<file path="config.mk">
export PLATFORM = sky130hd
export DESIGN_NAME = cu_if_fetch
export DESIGN_NICKNAME = d
export VERILOG_FILES = /design/src/rtl/cu_if_fetch.sv
export SDC_FILE = /design/constraint.sdc
export NUM_CORES = 1
export LEC_CHECK = 0
export CAP_MARGIN = 20
export CORE_MARGIN = 5
export CORE_UTILIZATION = 54
export CTS_CLUSTER_SIZE = 30
export DETAILED_ROUTE_END_ITERATION = 10
export PLACE_DENSITY = 0.8
export SKIP_CTS_REPAIR_TIMING = 1
export SLEW_MARGIN = 20
export SYNTH_ARGS = -nofsm -noshare
export SYNTH_HDL_FRONTEND = slang
export SYNTH_SLANG_ARGS = --single-unit
export TNS_END_PERCENT = 100
</file>
<file path="constraint.sdc">
create_clock -name soc_clk -period 6.45 [get_ports soc_clk]
set_input_delay 1.29 -clock soc_clk [delete_from_list [all_inputs] [get_ports soc_clk]]
set_output_delay 1.29 -clock soc_clk [all_outputs]
set_load 0.02 [all_outputs]
</file>
<file path="src/rtl/cu_if_fetch.sv">
// cu_if_fetch: sequential instruction fetch with a small word buffer feeding decode.
// Optional IF_ALIGN_TRAP_EN: misaligned redirect sets misaligned_fetch and halts fetch.
module cu_if_fetch #(
  parameter logic [31:0] RESET_PC   = 32'h0000_0000,
  parameter int          FIFO_DEPTH = 2
) (
  input  logic        soc_clk,
  input  logic        IF_reset,
  input  logic        IF_stall,
  output logic        mem_req,
  output logic [31:0] mem_addr,
  input  logic        mem_ack,
  input  logic [31:0] mem_rdata,
  input  logic        redirect_valid,
  input  logic [31:0] redirect_pc,
  input  logic        IDU_ready,
  output logic        decode_start,
  output logic [31:0] Cu_IR,
  output logic [31:0] fetch_pc,
  output logic [2:0]  fifo_count
`ifdef IF_ALIGN_TRAP_EN
  ,
  output logic        misaligned_fetch
`endif
);

  localparam int          PW    = (FIFO_DEPTH == 4) ? 2 : 1;
  localparam logic [2:0]  DEPTH = 3'(FIFO_DEPTH);
  localparam logic [31:0] NOP   = 32'h0000_0013;

  typedef enum logic [1:0] {
    F_IDLE,
    F_REQ,
    F_DROP
  } fstate_t;

  fstate_t       r_state;
  fstate_t       w_state_nx;
  logic [31:0]   r_next_pc;
  logic [31:0]   w_next_pc_nx;
  logic [31:0]   r_drop_addr;
  logic          r_id_free;
  logic          r_decode_start;
  logic [31:0]   r_ir;
  logic [31:0]   r_pc;
  logic [31:0]   r_fifo_ir [FIFO_DEPTH];
  logic [31:0]   r_fifo_pc [FIFO_DEPTH];
  logic [PW-1:0] r_wptr;
  logic [PW-1:0] r_rptr;
  logic [2:0]    r_count;
  logic [2:0]    w_count_post;
  logic          w_push;
  logic          w_pop;
  logic          w_halt;
  logic          w_enter_drop;
  logic [31:0]   w_redir_pc;

  assign w_redir_pc = {redirect_pc[31:2], 2'b00};

`ifdef IF_ALIGN_TRAP_EN
  logic r_misaligned;
  logic w_misalign;

  assign w_misalign       = redirect_valid &
                            (redirect_pc[1:0] != 2'b00);
  assign w_halt           = r_misaligned;
  assign misaligned_fetch = r_misaligned;

  always_ff @(posedge soc_clk or posedge IF_reset) begin
    if (IF_reset) begin
      r_misaligned <= 1'b0;
    end else if (w_misalign) begin
      r_misaligned <= 1'b1;
    end
  end
`else
  logic w_unused_lsb;

  assign w_unused_lsb = ^redirect_pc[1:0];
  assign w_halt       = 1'b0;
`endif

  assign w_pop = (r_count != 3'd0) & r_id_free &
                 ~IF_stall & ~redirect_valid;

  // occupancy once this cycle's push lands, net of a same-cycle pop
  assign w_count_post = r_count + 3'd1 - {2'b00, w_pop};

  assign w_enter_drop = (r_state == F_REQ) &
                        redirect_valid & ~mem_ack;

  always_comb begin
    w_state_nx   = r_state;
    w_next_pc_nx = r_next_pc;
    w_push       = 1'b0;
    unique case (r_state)
      F_IDLE: begin
        if (redirect_valid) begin
          w_next_pc_nx = w_redir_pc;
        end else if ((r_count < DEPTH) && !w_halt) begin
          w_state_nx = F_REQ;
        end
      end
      F_REQ: begin
        if (mem_ack && redirect_valid) begin
          w_next_pc_nx = w_redir_pc;
          w_state_nx   = F_IDLE;
        end else if (mem_ack) begin
          w_push       = 1'b1;
          w_next_pc_nx = r_next_pc + 32'd4;
          w_state_nx   = (w_count_post < DEPTH) ? F_REQ : F_IDLE;
        end else if (redirect_valid) begin
          w_next_pc_nx = w_redir_pc;
          w_state_nx   = F_DROP;
        end
      end
      F_DROP: begin
        if (redirect_valid) begin
          w_next_pc_nx = w_redir_pc;
        end
        if (mem_ack) begin
          w_state_nx = F_IDLE;
        end
      end
      default: begin
        w_state_nx = F_IDLE;
      end
    endcase
  end

  always_ff @(posedge soc_clk or posedge IF_reset) begin
    if (IF_reset) begin
      r_state     <= F_IDLE;
      r_next_pc   <= RESET_PC;
      r_drop_addr <= RESET_PC;
    end else begin
      r_state   <= w_state_nx;
      r_next_pc <= w_next_pc_nx;
      if (w_enter_drop) begin
        r_drop_addr <= r_next_pc;
      end
    end
  end

  always_ff @(posedge soc_clk or posedge IF_reset) begin
    if (IF_reset) begin
      r_count <= 3'd0;
      r_wptr  <= '0;
      r_rptr  <= '0;
    end else if (redirect_valid) begin
      r_count <= 3'd0;
      r_wptr  <= '0;
      r_rptr  <= '0;
    end else begin
      if (w_push) begin
        r_wptr <= r_wptr + 1'b1;
      end
      if (w_pop) begin
        r_rptr <= r_rptr + 1'b1;
      end
      r_count <= r_count + {2'b00, w_push} - {2'b00, w_pop};
    end
  end

  always_ff @(posedge soc_clk) begin
    if (w_push) begin
      r_fifo_ir[r_wptr] <= mem_rdata;
      r_fifo_pc[r_wptr] <= r_next_pc;
    end
  end

  // a pop beats a simultaneous IDU_ready, leaving decode busy
  always_ff @(posedge soc_clk or posedge IF_reset) begin
    if (IF_reset) begin
      r_decode_start <= 1'b0;
      r_ir           <= NOP;
      r_pc           <= RESET_PC;
      r_id_free      <= 1'b1;
    end else begin
      r_decode_start <= w_pop;
      if (w_pop) begin
        r_ir      <= r_fifo_ir[r_rptr];
        r_pc      <= r_fifo_pc[r_rptr];
        r_id_free <= 1'b0;
      end else if (IDU_ready) begin
        r_id_free <= 1'b1;
      end
    end
  end

  assign mem_req      = (r_state != F_IDLE);
  assign mem_addr     = (r_state == F_DROP) ? r_drop_addr
                                            : r_next_pc;
  assign decode_start = r_decode_start;
  assign Cu_IR        = r_ir;
  assign fetch_pc     = r_pc;
  assign fifo_count   = r_count;

endmodule
</file>
==> flow_metrics.tcl <==
set metrics [dict create \
    status "complete, no violations" \
    drive_gt1_frac 0.1318 \
    ff2ff_setup_slack_ns 3.58 \
    clockBufferDepth 3 \
    async_reset_ff_frac 0.5170 \
    drv_cap 0 \
    num_antenna_cells 0 \
    hold_path_startpoint "Cu_IR[0]" \
    antenna_found_initial 0 \
    hold_violations 0 \
    ys_warn_count 0 \
    io_pins 171 \
    skew_ns 0.01575 \
    rr_startpoint "r_state[1]" \
    holdPathEnd "Cu_IR[0]" \
    drtAntennaViolNets 0 \
    wl_per_cell_um 19.33 \
    cts_made_buffers 27 \
    drtIter0Drc 496 \
    viasPerCell 5.642 \
    cp_data_arrival_time_ns 2.85 \
    whs_ns 0.4996 \
    drc 0 \
    yosysTopAreaCellShare 0.3581 \
    grtUsageTotal 0.2079 \
    row_count 51 \
    r2r_end "fifo_count[2]" \
    setup_viol 0 \
    synth_edf_count 128 \
    wl_mm 23.90 \
    cts_tree "done" \
    clock_latency_ns 0.52 \
    path_clk_slew_ns 0.06 \
    grt.busiest_layer "met2" \
    core_area_mm2 0.01953 \
    maxSlewHeadroom 0.2903 \
    maxSlewViolCount 0 \
    whs_path_depth 2 \
    seq_area_mm2 0.007281 \
    finalPower_w 0.006082 \
    synth_ff_type "dfrtp_1" \
    nets 1026 \
    utilization 0.6940 \
    via_count 6973 \
    p_leak_nw 4.977 \
    worst_pin_slew_ns 1.062 \
    synth.area.top_cells "edfxtp_1, dfrtp_1, mux2_2, mux2i_1, nor2_1" \
    hp-class "reg2reg" \
    first_pass_iters 7 \
    yosysSeqAreaShare 0.6780 \
    rsz0062_at_grt "false" \
    grtUsageMet2 0.3492 \
    path_max_fanout 20 \
    critPathKind "reg2out" \
    setup_tns_ns 0 \
    multi_input_area_mm2 0.003244 \
    grt_pass1_vias 7194 \
    netlist_instances 796 \
    dieArea_mm2 0.02280 \
    synth_cell_type_count 53 \
    syn-num-nets 872 \
    grt-ovfl-total 0 \
    worst_r2r_path_depth 10 \
    synth_top_area_cell "edfxtp_1" \
    ctsHtreeMaxLevel 1 \
    dp.final_hpwl_mm 14.68 \
    cts_sinks 265 \
    final.min_clock_period_ns 4.139 \
    power_density_mw_per_mm2 448.8 \
    synth.avg_cell_area_um2 13.48 \
    max_freq_mhz 241.6 \
    ir_drop_mv 0.2972 \
    cp_data_required_time_ns 5.16 \
    start_kind "flop" \
    synth-seq-cells 265 \
    fill_cells 1422 \
    grt_max_degree 98 \
    port_buffers 168 \
    synth.cell_area_mm2 0.01073 \
    critPathCaptureType "output port" \
    grt_use_met1 0.2768 \
    fin_crit_sh 0.6418 \
    area_growth_syn_to_layout_pct 26.26 \
    grt_pass1_wl_mm 37.20 \
    place_congestion 0.8480 \
    die_y_um 151.0 \
    cts-root-buf "clkbuf_16" \
    die_x_um 151.0 \
    yosys-top-cells-count "dfrtp_1, edfxtp_1, nor2_1, a21oi_1, mux2i_1" \
    initial_core_util 0.5497 \
    use_met3 0.04249 \
    synth_most_common_cell "dfrtp_1" \
]
[area by class of cell]
type                            count  share of cell area
Clock buffer                       38             0.05438
Sequential cell                   265              0.5373
Tap cell                          265             0.02447
Inverter                           10            0.003139
Clock inverter                     12             0.01191
Multi-Input combinational cell    471              0.2394
Timing Repair Buffer              175              0.1294
[logic make-up (layout without fill, tap and decap cells)]
kind of cell,Yosys count,in the layout,synth area share
multiplexers,126,126,0.1246
AO/OA/AOI/OAI,140,140,0.07787
XOR/XNOR,6,6,0.004897
buffers and inverters,60,235,0.02273
AND/OR/NAND/NOR,193,193,0.08417
flip-flops,265,265,0.6780
adder cells (fa/ha/maj),6,6,0.007694
[worst max-delay path, stage by stage, from the launching register on]
cell	delay (ns)
dfrtp_1	0.53
nor2b_4	0.62
buf_16	0.24
mux2_2	0.34
clkdlybuf4s50_1	0.58
[sequential cells by signal (all words and copies together) (netlist names)]
register and flops:
Cu_IR 32, decode_start 1, fetch_pc 32, fifo_count 3, r_drop_addr 32, r_fifo_ir 64, r_fifo_pc 64, r_id_free 1
r_next_pc 32, r_rptr 1, r_state 2, r_wptr 1
[per-stage QoR]
stage               std cells  worst slack (ns)  cell area, um2
finish                   1236             2.311           13550
global route             1236             2.201           13550
CTS                      1235             2.098           13520
detailed placement       1185             1.929           12630
global placement         1185             1.953           12630
floorplan                 796             1.102           10730
[power breakdown]
part | internal (W) | switching [W] | total [W]
clock network | 0.000956 | 0.000619 | 0.00158
logic | 0.000947 | 0.000993 | 0.00194
registers | 0.00222 | 0.000343 | 0.00257
[worst max path at each step]
stage | startpoint | endpoint | slack (ns) | depth (start not counted)
2_1_floorplan | mem_ack | r_fifo_ir[0][0] | 1.10 | 6
3_3_place_gp | redirect_valid | fifo_count[2] | 1.95 | 11
3_5_place_dp | redirect_valid | fifo_count[2] | 1.93 | 11
4_1_cts | r_state[1] | mem_addr[15] | 2.10 | 3
5_1_grt | r_state[1] | mem_addr[15] | 2.20 | 4
6_report | r_state[1] | mem_addr[10] | 2.31 | 4
[routing by layer]
layer | part of all wire | vias up
li1 | - | 3228
met1 | 0.42 | 3444
met2 | 0.48 | 249
met3 | 0.075 | 52
met4 | 0.021 | 0
met5 | 0 | -
[placed cells by master, fill, tap and decap left out, types with 5 or more instances in the layout]
cell type / count
clkdlybuf4s50_1: 168
dfrtp_1: 132
edfxtp_1: 128
nor2_1: 102
a21oi_1: 74
mux2i_1: 65
mux2_2: 61
nand2_1: 27
clkbuf_16: 27
o21ai_0: 18
nand3_1: 10
inv_1: 9
nor3_1: 9
a211oi_1: 9
clkbuf_1: 9
o22ai_1: 8
buf_4: 6
and3_1: 5
nand4_1: 5
ha_1: 5
clkinv_2: 5
No activity file was read; power rests on OpenSTA's default activity.
